### config.mk
export PLATFORM = sky130hd
export DESIGN_NAME = culsans_exit_monitor
export DESIGN_NICKNAME = d
export VERILOG_FILES = /design/src/rtl/culsans_pkg.sv /design/src/rtl/culsans_exit_capture.sv /design/src/rtl/culsans_exit_monitor.sv
export SDC_FILE = /design/constraint.sdc
export NUM_CORES = 1
export LEC_CHECK = 0
export CAP_MARGIN = 0
export CORE_MARGIN = 5
export CORE_UTILIZATION = 50
export DETAILED_ROUTE_END_ITERATION = 7
export GPL_TIMING_DRIVEN = 0
export PLACE_DENSITY = 0.81
export SYNTH_ARGS = -nofsm -noshare
export SYNTH_HDL_FRONTEND = slang
export SYNTH_SLANG_ARGS = --single-unit
### constraint.sdc
create_clock -name clk_i -period 2.3 [get_ports clk_i]
set_input_delay 0.46 -clock clk_i [delete_from_list [all_inputs] [get_ports clk_i]]
set_output_delay 0.46 -clock clk_i [all_outputs]
set_load 0.01 [all_outputs]
### src/rtl/culsans_pkg.sv
// Shared types and tohost-word helpers for the Culsans exit monitor.
package culsans_pkg;

  typedef enum logic {
    RUN  = 1'b0,
    DONE = 1'b1
  } exit_state_e;

  // Widest tohost word the helpers accept; narrower words are zero-extended by the caller.
  localparam int unsigned MaxExitWidth = 64;

  typedef logic [MaxExitWidth-1:0] exit_word_t;

  // Bit 0 of a tohost word is the exit strobe.
  function automatic logic exit_strobe(input exit_word_t word);
    return word[0];
  endfunction

  // Everything above the strobe bit is the return code.
  function automatic logic [MaxExitWidth-2:0] exit_code(input exit_word_t word);
    return word[MaxExitWidth-1:1];
  endfunction

endpackage

### src/rtl/culsans_exit_capture.sv
// Sticky first-write-wins capture of one core's exit strobe and return code.
module culsans_exit_capture
  import culsans_pkg::*;
#(
  parameter int unsigned CodeWidth = 31
) (
  input  logic                 clk_i,
  input  logic                 rst_ni,
  input  logic                 en_i,
  input  logic                 clear_i,
  input  logic                 strobe_i,
  input  logic [CodeWidth-1:0] code_i,
  output logic                 exited_o,
  output logic                 exited_d_o,
  output logic [CodeWidth-1:0] code_d_o
);

  logic                 exited_q, exited_d;
  logic [CodeWidth-1:0] code_q, code_d;

  // Latch the first strobe while enabled; clear drops any capture.
  always_comb begin
    exited_d = exited_q;
    code_d   = code_q;
    if (clear_i) begin
      exited_d = 1'b0;
      code_d   = '0;
    end else if (en_i && !exited_q && strobe_i) begin
      exited_d = 1'b1;
      code_d   = code_i;
    end
  end

  // Capture registers with synchronous active-low reset.
  always_ff @(posedge clk_i) begin
    if (!rst_ni) begin
      exited_q <= 1'b0;
      code_q   <= '0;
    end else begin
      exited_q <= exited_d;
      code_q   <= code_d;
    end
  end

  // The top judges completion on next-state captures so the verdict lands with the flag.
  assign exited_o   = exited_q;
  assign exited_d_o = exited_d;
  assign code_d_o   = code_d;

endmodule

### src/rtl/culsans_exit_monitor.sv
// End-of-run monitor: per-core exit capture, completion/watchdog FSM, aggregated verdict.
//
// State | Meaning
// RUN   | capturing exits, counting cycles, watching for completion or watchdog expiry
// DONE  | run over; captures, counter and verdict frozen until clear or reset
module culsans_exit_monitor
  import culsans_pkg::*;
#(
  parameter int unsigned NumCores      = 2,
  parameter int unsigned ExitWidth     = 32,
  parameter bit          WaitAll       = 1'b1,
  parameter logic [31:0] TimeoutCycles = 32'd0,
  parameter int unsigned CntWidth      = 32,
  localparam int unsigned CoreIdxW     = (NumCores > 1) ? $clog2(NumCores) : 1,
  localparam int unsigned CodeW        = ExitWidth - 1
) (
  input  logic                               clk_i,
  input  logic                               rst_ni,
  input  logic [NumCores-1:0][ExitWidth-1:0] exit_i,
  input  logic                               clear_i,
  output logic [NumCores-1:0]                exited_o,
  output logic                               done_o,
  output logic                               pass_o,
  output logic                               fail_o,
  output logic                               timeout_o,
  output logic [CoreIdxW-1:0]                fail_core_o,
  output logic [CodeW-1:0]                   fail_code_o,
  output logic [CntWidth-1:0]                cycles_o
);

  localparam bit                TmoEn   = (TimeoutCycles != 32'd0);
  localparam logic [CntWidth-1:0] TmoLast = CntWidth'(TimeoutCycles - 32'd1);

  exit_state_e               state_q, state_d;
  logic                      done_q, done_d, pass_q, pass_d, fail_q, fail_d, tmo_q, tmo_d;
  logic [CoreIdxW-1:0]       fcore_q, fcore_d;
  logic [CodeW-1:0]          fcode_q, fcode_d;
  logic [CntWidth-1:0]       cnt_q, cnt_d;

  logic                      capture_en;
  logic [NumCores-1:0]       exited_nxt;
  logic [NumCores-1:0][CodeW-1:0] code_nxt;
  logic                      complete, tmo_hit, fail_any;
  logic [CoreIdxW-1:0]       fcore_sel;
  logic [CodeW-1:0]          fcode_sel;

  assign capture_en = (state_q == RUN);

  for (genvar g = 0; g < NumCores; g++) begin : g_core
    culsans_exit_capture #(
      .CodeWidth(CodeW)
    ) u_capture (
      .clk_i      (clk_i),
      .rst_ni     (rst_ni),
      .en_i       (capture_en),
      .clear_i    (clear_i),
      .strobe_i   (exit_strobe(MaxExitWidth'(exit_i[g]))),
      .code_i     (CodeW'(exit_code(MaxExitWidth'(exit_i[g])))),
      .exited_o   (exited_o[g]),
      .exited_d_o (exited_nxt[g]),
      .code_d_o   (code_nxt[g])
    );
  end

  // Lowest-index core with a nonzero captured code; scanning downward lets the lowest win.
  always_comb begin
    fail_any  = 1'b0;
    fcore_sel = '0;
    fcode_sel = '0;
    for (int i = int'(NumCores) - 1; i >= 0; i--) begin
      if (exited_nxt[i] && (code_nxt[i] != '0)) begin
        fail_any  = 1'b1;
        fcore_sel = CoreIdxW'(i);
        fcode_sel = code_nxt[i];
      end
    end
  end

  // Completion uses post-capture flags; the watchdog fires on the last counted cycle.
  always_comb begin
    complete = WaitAll ? (&exited_nxt) : (|exited_nxt);
    tmo_hit  = TmoEn && (cnt_q == TmoLast);
  end

  // Next-state for FSM, counter and verdict; completion beats a coincident timeout.
  always_comb begin
    state_d = state_q;
    done_d  = done_q;
    pass_d  = pass_q;
    fail_d  = fail_q;
    tmo_d   = tmo_q;
    fcore_d = fcore_q;
    fcode_d = fcode_q;
    cnt_d   = cnt_q;
    if (clear_i) begin
      state_d = RUN;
      done_d  = 1'b0;
      pass_d  = 1'b0;
      fail_d  = 1'b0;
      tmo_d   = 1'b0;
      fcore_d = '0;
      fcode_d = '0;
      cnt_d   = '0;
    end else if (state_q == RUN) begin
      cnt_d = (&cnt_q) ? cnt_q : cnt_q + CntWidth'(1);
      if (complete || tmo_hit) begin
        state_d = DONE;
        done_d  = 1'b1;
        tmo_d   = !complete;
        pass_d  = complete && !fail_any;
        fail_d  = !complete || fail_any;
        fcore_d = fcore_sel;
        fcode_d = fcode_sel;
      end
    end
  end

  // FSM state and registered outputs, synchronous active-low reset.
  always_ff @(posedge clk_i) begin
    if (!rst_ni) begin
      state_q <= RUN;
      done_q  <= 1'b0;
      pass_q  <= 1'b0;
      fail_q  <= 1'b0;
      tmo_q   <= 1'b0;
      fcore_q <= '0;
      fcode_q <= '0;
      cnt_q   <= '0;
    end else begin
      state_q <= state_d;
      done_q  <= done_d;
      pass_q  <= pass_d;
      fail_q  <= fail_d;
      tmo_q   <= tmo_d;
      fcore_q <= fcore_d;
      fcode_q <= fcode_d;
      cnt_q   <= cnt_d;
    end
  end

  assign done_o      = done_q;
  assign pass_o      = pass_q;
  assign fail_o      = fail_q;
  assign timeout_o   = tmo_q;
  assign fail_core_o = fcore_q;
  assign fail_code_o = fcode_q;
  assign cycles_o    = cnt_q;

endmodule
==> impl_metrics.toml <==
[outcome]
status = "finished clean"

[power]
sw_frac_of_total_pct = 26.4
pwr-share-seq_pct = 43.4
clkPwrFrac_pct = 44.4
p_per_area_nw_per_um2 = 685
p_int_mw = 4.07
finalPower_mw = 5.53
leakagePower_nw = 3.04
irDropWorstVdd_v = 0.000560
p_comb_share_pct = 12.2
switchingPower_mw = 1.46

[sta]
hold_viol_final = 0
fmax_mhz = 438
finalMaxSlewViolations = 0
worst_pin_slew_ps = 883
period_minus_slack_ps = 2280
finalClockSkew_ps = 8.65
rsz0062_at_grt = "yes"
slew_headroom_pct = 40.7
setup_viol = 0
fin_crit_sh_pct = 99.3

[logic_synthesis]
synth_top_area_cell = "dfxtp_1"
yosysWarnings = 0
synth_area_leaders = "dfxtp_1 (46%), nand2_1 (7.6%), a21oi_1 (6.2%), nor2_1 (6.0%), o21ai_0 (5.1%)"
synth_area_sq_um = 5840
seq_area_frac_synth_pct = 45.6
yosysUniqueCellTypes = 41
yosysTopAreaCellShare_pct = 45.6
postSynthCellCount = 738
synth.avg_cell_area_sq_um = 7.91
yosys_register_bits = 133
synth_fp_nets = 806

[place]
portBuffers = 136
place_hpwl_mm = 14.8
dp_cells = 1017
place_area_sq_um = 7380
place.gp.congestion = 0.935

[cts]
cts_inserted_buffers = 17
clk_latency_ps = 430
cts_tree = "done"
clockBufferDepth = 2
root_buffer = "clkbuf_16"
htreeDepth = 4
clk_pin_slew_worst_paths_ps = 60
cts_hold_buf = 0
numClockSinks = 133

[final_layout]
postLayoutCellArea_sq_um = 8080
drive_above_1_share_pct = 8.30
fin_nets = 960
fin_util_pct = 70.7
nFillCells = 913
num_antenna_cells = 0
areaGrowthSynthToFinish_pct = 38.3
stdcell_count = 1047

[floorplanning]
core_area_sq_um = 11400
start_util_pct = 51.1
io_pins = 137
die_area_sq_um = 13900
dieWidth_um = 118
die_h_um = 118
rows = 39

[worst_setup_path]
timing.critical_path.cells = "buf_6 > or3b_1 > clkbuf_4 > a21o_4 > or3_4 > buf_6 > buf_6 > a21oi_1 > nor2_1"
end_kind = "flop"
critPathMaxFanout = 10
critPathKind = "flop to flop"
required_ps = 2620
crit_slowest_cell = "or3b_1"
cp_common_cell = "buf_6"
start_kind = "flop"
arrival_ps = 2600
max_stage_delay_ps = 380

[global_route]
grt_max_degree = 17
grt_pass1_wl_mm = 31.0
grt_use_total_pct = 27.6
antenna_found_initial = 0
gr-total-overflow = 0
first_global_vias = 5825

[route]
vias = 6139
routed_wl_mm = 19.8
viasPerCell = 5.86
drt-initial-drc-count = 651
drcViolationCount = 0
drt-wirelength-per-cell_um = 18.9
ant_nets = 0
first_pass_iters = 5

[flow_run]
cap_violations = 0

[hold_path]
hp-class = "flop to flop"
==> synthesized netlist by cell type <==
| master | instances |
|---|---|
| nor2_2 | 1 |
| buf_6 | 3 |
| nor2_1 | 94 |
| or3_1 | 4 |
| nand4_2 | 1 |
| nor3_2 | 1 |
| buf_1 | 3 |
| or3b_1 | 1 |
| or3b_2 | 1 |
| xnor2_1 | 4 |
| o21ai_0 | 60 |
| a21oi_1 | 72 |
| nand2b_1 | 1 |
| nor3b_2 | 1 |
| o211ai_1 | 2 |
| nand3_1 | 17 |
| and4_1 | 3 |
| a21o_1 | 1 |
| a22o_1 | 3 |
| ha_1 | 1 |
| inv_1 | 6 |
| nand2_1 | 118 |
| dfxtp_1 | 133 |
| o22ai_1 | 1 |
| buf_4 | 2 |
| or4_1 | 3 |
| a31oi_1 | 2 |
| buf_2 | 3 |
| o21a_1 | 2 |
| xor2_1 | 22 |
| nor4_1 | 31 |
| nor2b_1 | 2 |
| nor3b_1 | 2 |
| o41ai_1 | 1 |
| nor3_1 | 16 |
| clkbuf_1 | 39 |
| and2_1 | 25 |
| nand4_1 | 20 |
| and3_1 | 6 |
| o2111ai_1 | 2 |
| mux2i_1 | 28 |
==> power groups by stage <==
stage | Sequential [mW] | Combinational, mW | Clock [mW]
3_3_place_gp | 2.45 | 0.630 | 0
2_1_floorplan | 2.45 | 0.325 | 0
4_1_cts | 2.40 | 0.647 | 2.46
6_report | 2.40 | 0.676 | 2.46
5_1_grt | 2.41 | 0.722 | 2.57
3_5_place_dp | 2.45 | 0.641 | 0
==> cell usage in the layout (no fill, tap or decap), drive strengths merged, types with 2 or more instances in the layout <==
cell type and count:
o21ai 60, a31oi 2, and3 6, nand2 118, dfxtp 133, clkinvlp 4
nand3 17, buf 12, mux2i 28, o211ai 2, o2111ai 2, o21a 2
or3b 2, xnor2 4, clkdlybuf4s50 135, and4 3, a22o 3, nor3 17
inv 8, or4 3, a21oi 72, nor3b 3, nor2b 2, nor2 95
clkinv 6, nand4 21, and2 25, nor4 31, xor2 22, or3 4
clkbuf 56
==> kinds of logic (layout without fill, tap and decap cells) <==
logic type / count (synthesis) / in the layout / share of synthesized area [%]
and+or+nand+nor: 348 / 348 / 28.1
AOI/OAI and AO/OA: 146 / 146 / 13.2
DFF: 133 / 133 / 45.6
buffers and inverters: 56 / 222 / 4.18
muxes: 28 / 28 / 4.80
xor gates and xnor gates: 26 / 26 / 3.90
adders and majority gates: 1 / 1 / 0.214
==> path summary, 6_finish.rpt <==
check / to / slack, ps / start / depth (start not counted)
max reg2reg: fail_code_o[23] / 20 / state_q / 9
min reg2reg: fail_core_o / 470 / fail_core_o / 2
min: fail_core_o / 470 / fail_core_o / 2
max: fail_code_o[23] / 20 / state_q / 9
==> final cells by class <==
cell class	instances	area [sq um]	area share, %
inverters	6	22.5	0.279
clock inverters	12	81.3	1.01
plain buffers	47	229	2.84
multi-input cells	549	3070	38.0
flip-flops and latches	133	2670	33.0
clock buffers	19	453	5.61
repair buffers	138	1380	17.0
well taps	143	179	2.22
==> registers in the layout (all words and copies together), names as in the netlist <==
signal,flops
done_o,1
state_q,1
cycles_o,32
g_core.u_capture.exited_o,2
timeout_o,1
fail_o,1
fail_core_o,1
fail_code_o,31
pass_o,1
g_core.u_capture.code_q,62
==> critical path: cells and delay by family (launching register included) <==
family                 cells  cell delay (ps)
flip-flops                 1              300
buffers and inverters      4              640
AND/OR/NAND/NOR            3              820
AO/OA/AOI/OAI              2              410
==> routing by layer <==
| layer | vias to the layer above | share of wire [%] | global-route usage [%] |
|---|---|---|---|
| li1 | 2868 | - | - |
| met1 | 2897 | 42 | 36.5 |
| met2 | 332 | 47 | 43.7 |
| met3 | 42 | 9.8 | 7.83 |
| met4 | 0 | 2.0 | 8.53 |
| met5 | - | 0 | 0 |
==> per-stage QoR <==
step | hold WS, ps | worst slack [ps] | TNS (ps)
6_report | 468 | 16.5 | 0
5_1_grt | 480 | -192 | -1300
4_1_cts | 463 | 14.4 | 0
3_5_place_dp | 457 | -720 | -62690
3_3_place_gp | 449 | -724 | -60890
2_1_floorplan | 449 | 223 | 0
==> repair_timing <==
item / in CTS / in global routing
endpoints found under the setup margin: 94 / 93
hold endpoints to repair: 0 / 0
cloned: 0 / 0
setup buffers: 0 / 2
pin swaps: 0 / 5
resized for setup: 8 / 42
Note: power is estimated with default switching activity, not from simulation.
==> edit 1: new RTL, same settings <==
Register the output `cycles_o` once more, without a reset; this adds one clock of latency there. The other outputs are not delayed to match.
--- a/src/rtl/culsans_exit_monitor.sv
+++ b/src/rtl/culsans_exit_monitor.sv
@@ -144,6 +144,8 @@
   assign timeout_o   = tmo_q;
   assign fail_core_o = fcore_q;
   assign fail_code_o = fcode_q;
-  assign cycles_o    = cnt_q;
+  always_ff @(posedge clk_i) begin
+    cycles_o <= cnt_q;
+  end
 
 endmodule
Formal check against the unedited RTL: not equivalent (a bounded check fails within 4 cycles, from zero or initial values and one cycle with rst_ni low).
==> edit 1 against the unedited design <==
Sequential cell count grew 32; routed wire length shrank 3.6%; combinational power shrank 1%; worst setup slack gained 0.015 ns; cell area grew 10%; total power grew 12%; non-clock buffer count grew 6; synthesized area grew 14%; critical endpoint unchanged; highest routed layer unchanged.
==> edit 1: results (changes against the unedited design) <==
metric,value,unit,change
status,completed,,
clk_skew,0.004927,ns,-0.003721 ns
Synth Area in XOR/XNOR,0.003965,,-0.03505
CP max stage delay,0.54,ns,+0.16 ns
GRT met2 Usage,0.3863,,-0.05079
GR met3 Demand/Resource,0.06652,,-0.01180
CP top delay family,buffers and inverters,,
Final Cycle Share,0.9864,,-0.006402
Yosys cell types,48,,+17%
met2 wire length,8913,um,-3.1%
Post-Route M1 WL,8189,um,-0.35%
R2R Setup Slk,0.09,ns,+0.07 ns
Hold EP,cycles_o[23],,
Worst Tran Pin Value,0.7475,ns,-0.1352 ns
"Seq/Total Area, Yosys",0.4985,,+0.04233
Syn Nets,774,,-4.0%
initial DRC count,532,,-18%
global-route usage over all layers,0.2394,,-0.03669
CTS Buf Count,17,,unchanged
Combinational Power Share,0.108,,-0.014
Post-DP HPWL,13910,um,-6.0%
Via density,5.800,,-1.1%
WL met3,1327,um,-32%
Reg2Reg Depth,5,,-4
HP Class,flop to flop,,
critical path's slowest cell,clkdlybuf4s50_1,,
worst hold margin,0.3847,ns,-0.08375 ns
post-synthesis mux area share,0.09894,,+0.05093
Synth Area in Compound Gates,0.1469,,+0.01507
P_leak,3.264,nW,+7.5%
r2r endpoint,cnt_q[31],,
internal power,4.732,mW,+16%
HP Start,cnt_q[23],,
share of cells above drive strength 1,0.1300,,+0.04702
top post-synthesis cells by count,"dfxtp_1, nor2_1, o21ai_0",,
global-route wire length before repair,29970,um,-3.2%
Crit. Startpoint,exit_i[32],,
"Cell Area, Placed",0.008208,sq mm,+11%
Hold Path Depth,0,,-2
vias in the first global route,5831,,+0.10%
nets,935,,-2.6%
worst r2r src,cnt_q[9],,
VDD IR-drop max,0.5233,mV,-6.6%
Flop pwr share,0.478,,+0.044
Worst Setup EP,fail_code_o[23],,
seq pwr,2.96,mW,+23%
"CTS clk-pin slew, worst paths",0.06,ns,about the same
post-synthesis adder-cell area fraction,0.001888,,-0.0002554
crit path DAT,2.56,ns,-0.04 ns
M1 GR Usage,0.3038,,-0.06134
ANT cells,0,,unchanged
placer congestion estimate,0.8828,,-5.6%
DR WL/cell,18.08,um,-4.2%
Synth warnings,0,,unchanged
cell taking the most area after synthesis,dfxtp_1,,
PortBufs,136,,unchanged
Synth area leaders,"dfxtp_1, mux2i_1, mux2_2, and2_1, nor2_1",,
pre-CTS setup slack,-0.9018,ns,-0.1813 ns
[edit 1: cell type report]
cell class                 instances  area [sq um]
tap                              176         220.2
fill                            1041          4238
clock inverter                     4         22.52
timing repair buffer             142          1406
buffer                            49         244.0
clock buffer                      25         505.5
multi-input combinational        488          3177
sequential                       165          3309
inverter                           4         15.01
[edit 1: stage by stage]
step,std cells,util
detailed placement,1018,0.6248
floorplan,706,-
CTS,1048,0.6705
global placement,1018,0.6248
finish,1053,0.6774
global route,1053,0.6774
[edit 1: worst register-to-register path, delay by kind of cell, from the launching register on]
kind / cells / cell delay [ns]
flip-flops: 1 / 0.41
AND/OR/NAND/NOR: 4 / 1.59
AO/OA/AOI/OAI: 1 / 0.15
[edit 1: what timing repair did]
action                     CTS  global route
setup endpoints to repair   88            70
hold endpoints to repair     0             0
pin swaps                    2             3
gates resized for setup     18            27
hold buffers                 0             0
buffers inserted             1             5
==> edit 2: new RTL, config.mk and constraints unchanged <==
Made on the original files. Change the parameter `WaitAll` from 1'b1 to 1'b0.
--- a/src/rtl/culsans_exit_monitor.sv
+++ b/src/rtl/culsans_exit_monitor.sv
@@ -8,7 +8,7 @@
 #(
   parameter int unsigned NumCores      = 2,
   parameter int unsigned ExitWidth     = 32,
-  parameter bit          WaitAll       = 1'b1,
+  parameter bit          WaitAll       = 1'b0,
   parameter logic [31:0] TimeoutCycles = 32'd0,
   parameter int unsigned CntWidth      = 32,
   localparam int unsigned CoreIdxW     = (NumCores > 1) ? $clog2(NumCores) : 1,
Check against the original RTL: not equivalent (Yosys sat finds a counterexample within 4 cycles, from zero or initial values and one cycle with rst_ni low).
==> edit 2 against the unedited design <==
The run now ends with negative setup slack left; synthesized area is 3.1% lower; sequential cell count is the same; cell area grew 0.54%; worst setup slack lost 0.27 ns; critical path depth unchanged; cell count down 5.4%; routed wire length fell by 3.7%; critical endpoint is now fail_code_o[17]; total power increased by 6.4%; critical path type unchanged.
==> edit 2: results (changes against the unedited design) <==
metric,value,unit,change
final worst setup slack,-0.2527,ns,-0.2692 ns
post-synthesis adder-cell area fraction,0.002213,,+0.00006926
status,"finished, violations left",,
CP top delay family,compound AO/OA/AOI/OAI gates,,
Synth Instances,672,,-8.9%
post-synthesis mux area share,0.008852,,-0.03917
"Cell Area, Placed",0.007196,sq mm,-2.5%
WL met3,1703,um,-12%
Worst Tran Pin Value,0.7143,ns,-0.1685 ns
Hold EP,g_core[0].u_capture.code_q[15],,
Yosys cell types,42,,+2.4%
global-route usage over all layers,0.2792,,+0.003122
Synth area leaders,"dfxtp_1, nand2_1, a21oi_1, a221o_1, and3_1",,
VDD IR-drop max,0.9797,mV,+75%
via count,5879,,-4.2%
HP Class,input port to flop,,
final count of negative-setup-slack endpoints,30,,+30
Post-DP HPWL,13960,um,-5.7%
post_cts resized,24,,+16
failing checks,negative setup slack,,
met2 wire length,9323,um,+1.3%
P_leak,3.092,nW,+1.8%
initial DRC count,581,,-11%
Synth Area in Compound Gates,0.1339,,+0.002046
worst r2r src,g_core[1].u_capture.exited_o,,
clk_skew,0.007557,ns,-0.001091 ns
vias in the first global route,5677,,-2.5%
r2r endpoint,fail_code_o[17],,
TNS Setup,-5.749,ns,-5.749 ns
"Seq/Total Area, Yosys",0.4709,,+0.01474
Post-Route M1 WL,7534,um,-8.3%
Syn Nets,740,,-8.2%
Post-CTS Setup Repair Bufs,7,,+7
Via density,5.938,,+1.3%
internal power,4.521,mW,+11%
HP Start,exit_i[16],,
## edit 2: cell types whose count changed after synthesis, sizes merged, moves of 5 or more
cell / unedited run / this run
and4: 3 / 8
nor2: 95 / 46
nor4: 31 / 26
xnor2: 4 / 10
and3: 6 / 32
mux2i: 28 / 5
nor3: 17 / 12
nand2: 118 / 125
and2: 25 / 30
o21ai: 60 / 9
a21oi: 72 / 63
a221o: 0 / 31
## edit 2: stage by stage
step | worst slack, ns | hold WS (ns) | utilization | power, mW
3_3_place_gp | -1.230 | 0.4469 | 0.6552 | 2.933
5_1_grt | -0.2738 | 0.4047 | 0.7392 | 6.033
4_1_cts | -0.2918 | 0.4711 | 0.7265 | 5.828
6_report | -0.2527 | 0.3792 | 0.7392 | 5.885
2_1_floorplan | -0.3293 | 0.4543 | - | 2.678
3_5_place_dp | -1.245 | 0.4592 | 0.6552 | 2.943
## edit 2: power by group through the flow
| stage | sequential [mW] | clock, mW | combinational [mW] |
|---|---|---|---|
| after floorplan | 2.42 | 0 | 0.254 |
| after global placement | 2.43 | 0 | 0.507 |
| after detailed placement | 2.43 | 0 | 0.515 |
| after CTS | 2.38 | 2.90 | 0.545 |
| after global routing | 2.38 | 3.03 | 0.619 |
| final | 2.38 | 2.93 | 0.577 |
## edit 2: area by class of cell
class / count / area (sq um) / share of cell area
tap: 140 / 175.2 / 0.02157
clock inverter: 9 / 147.6 / 0.01818
clock buffer: 23 / 488.0 / 0.06010
inverter: 5 / 18.77 / 0.002312
multi-input combinational: 488 / 2914 / 0.3589
timing repair buffer: 149 / 1495 / 0.1842
sequential: 133 / 2665 / 0.3282
buffer: 43 / 215.2 / 0.02651
## edit 2: metal layers
layer	vias to the layer above	track usage
met3	42	0.06788
met4	0	0.1114
met2	326	0.4683
met5	-	0
met1	2785	0.3453
li1	2726	-
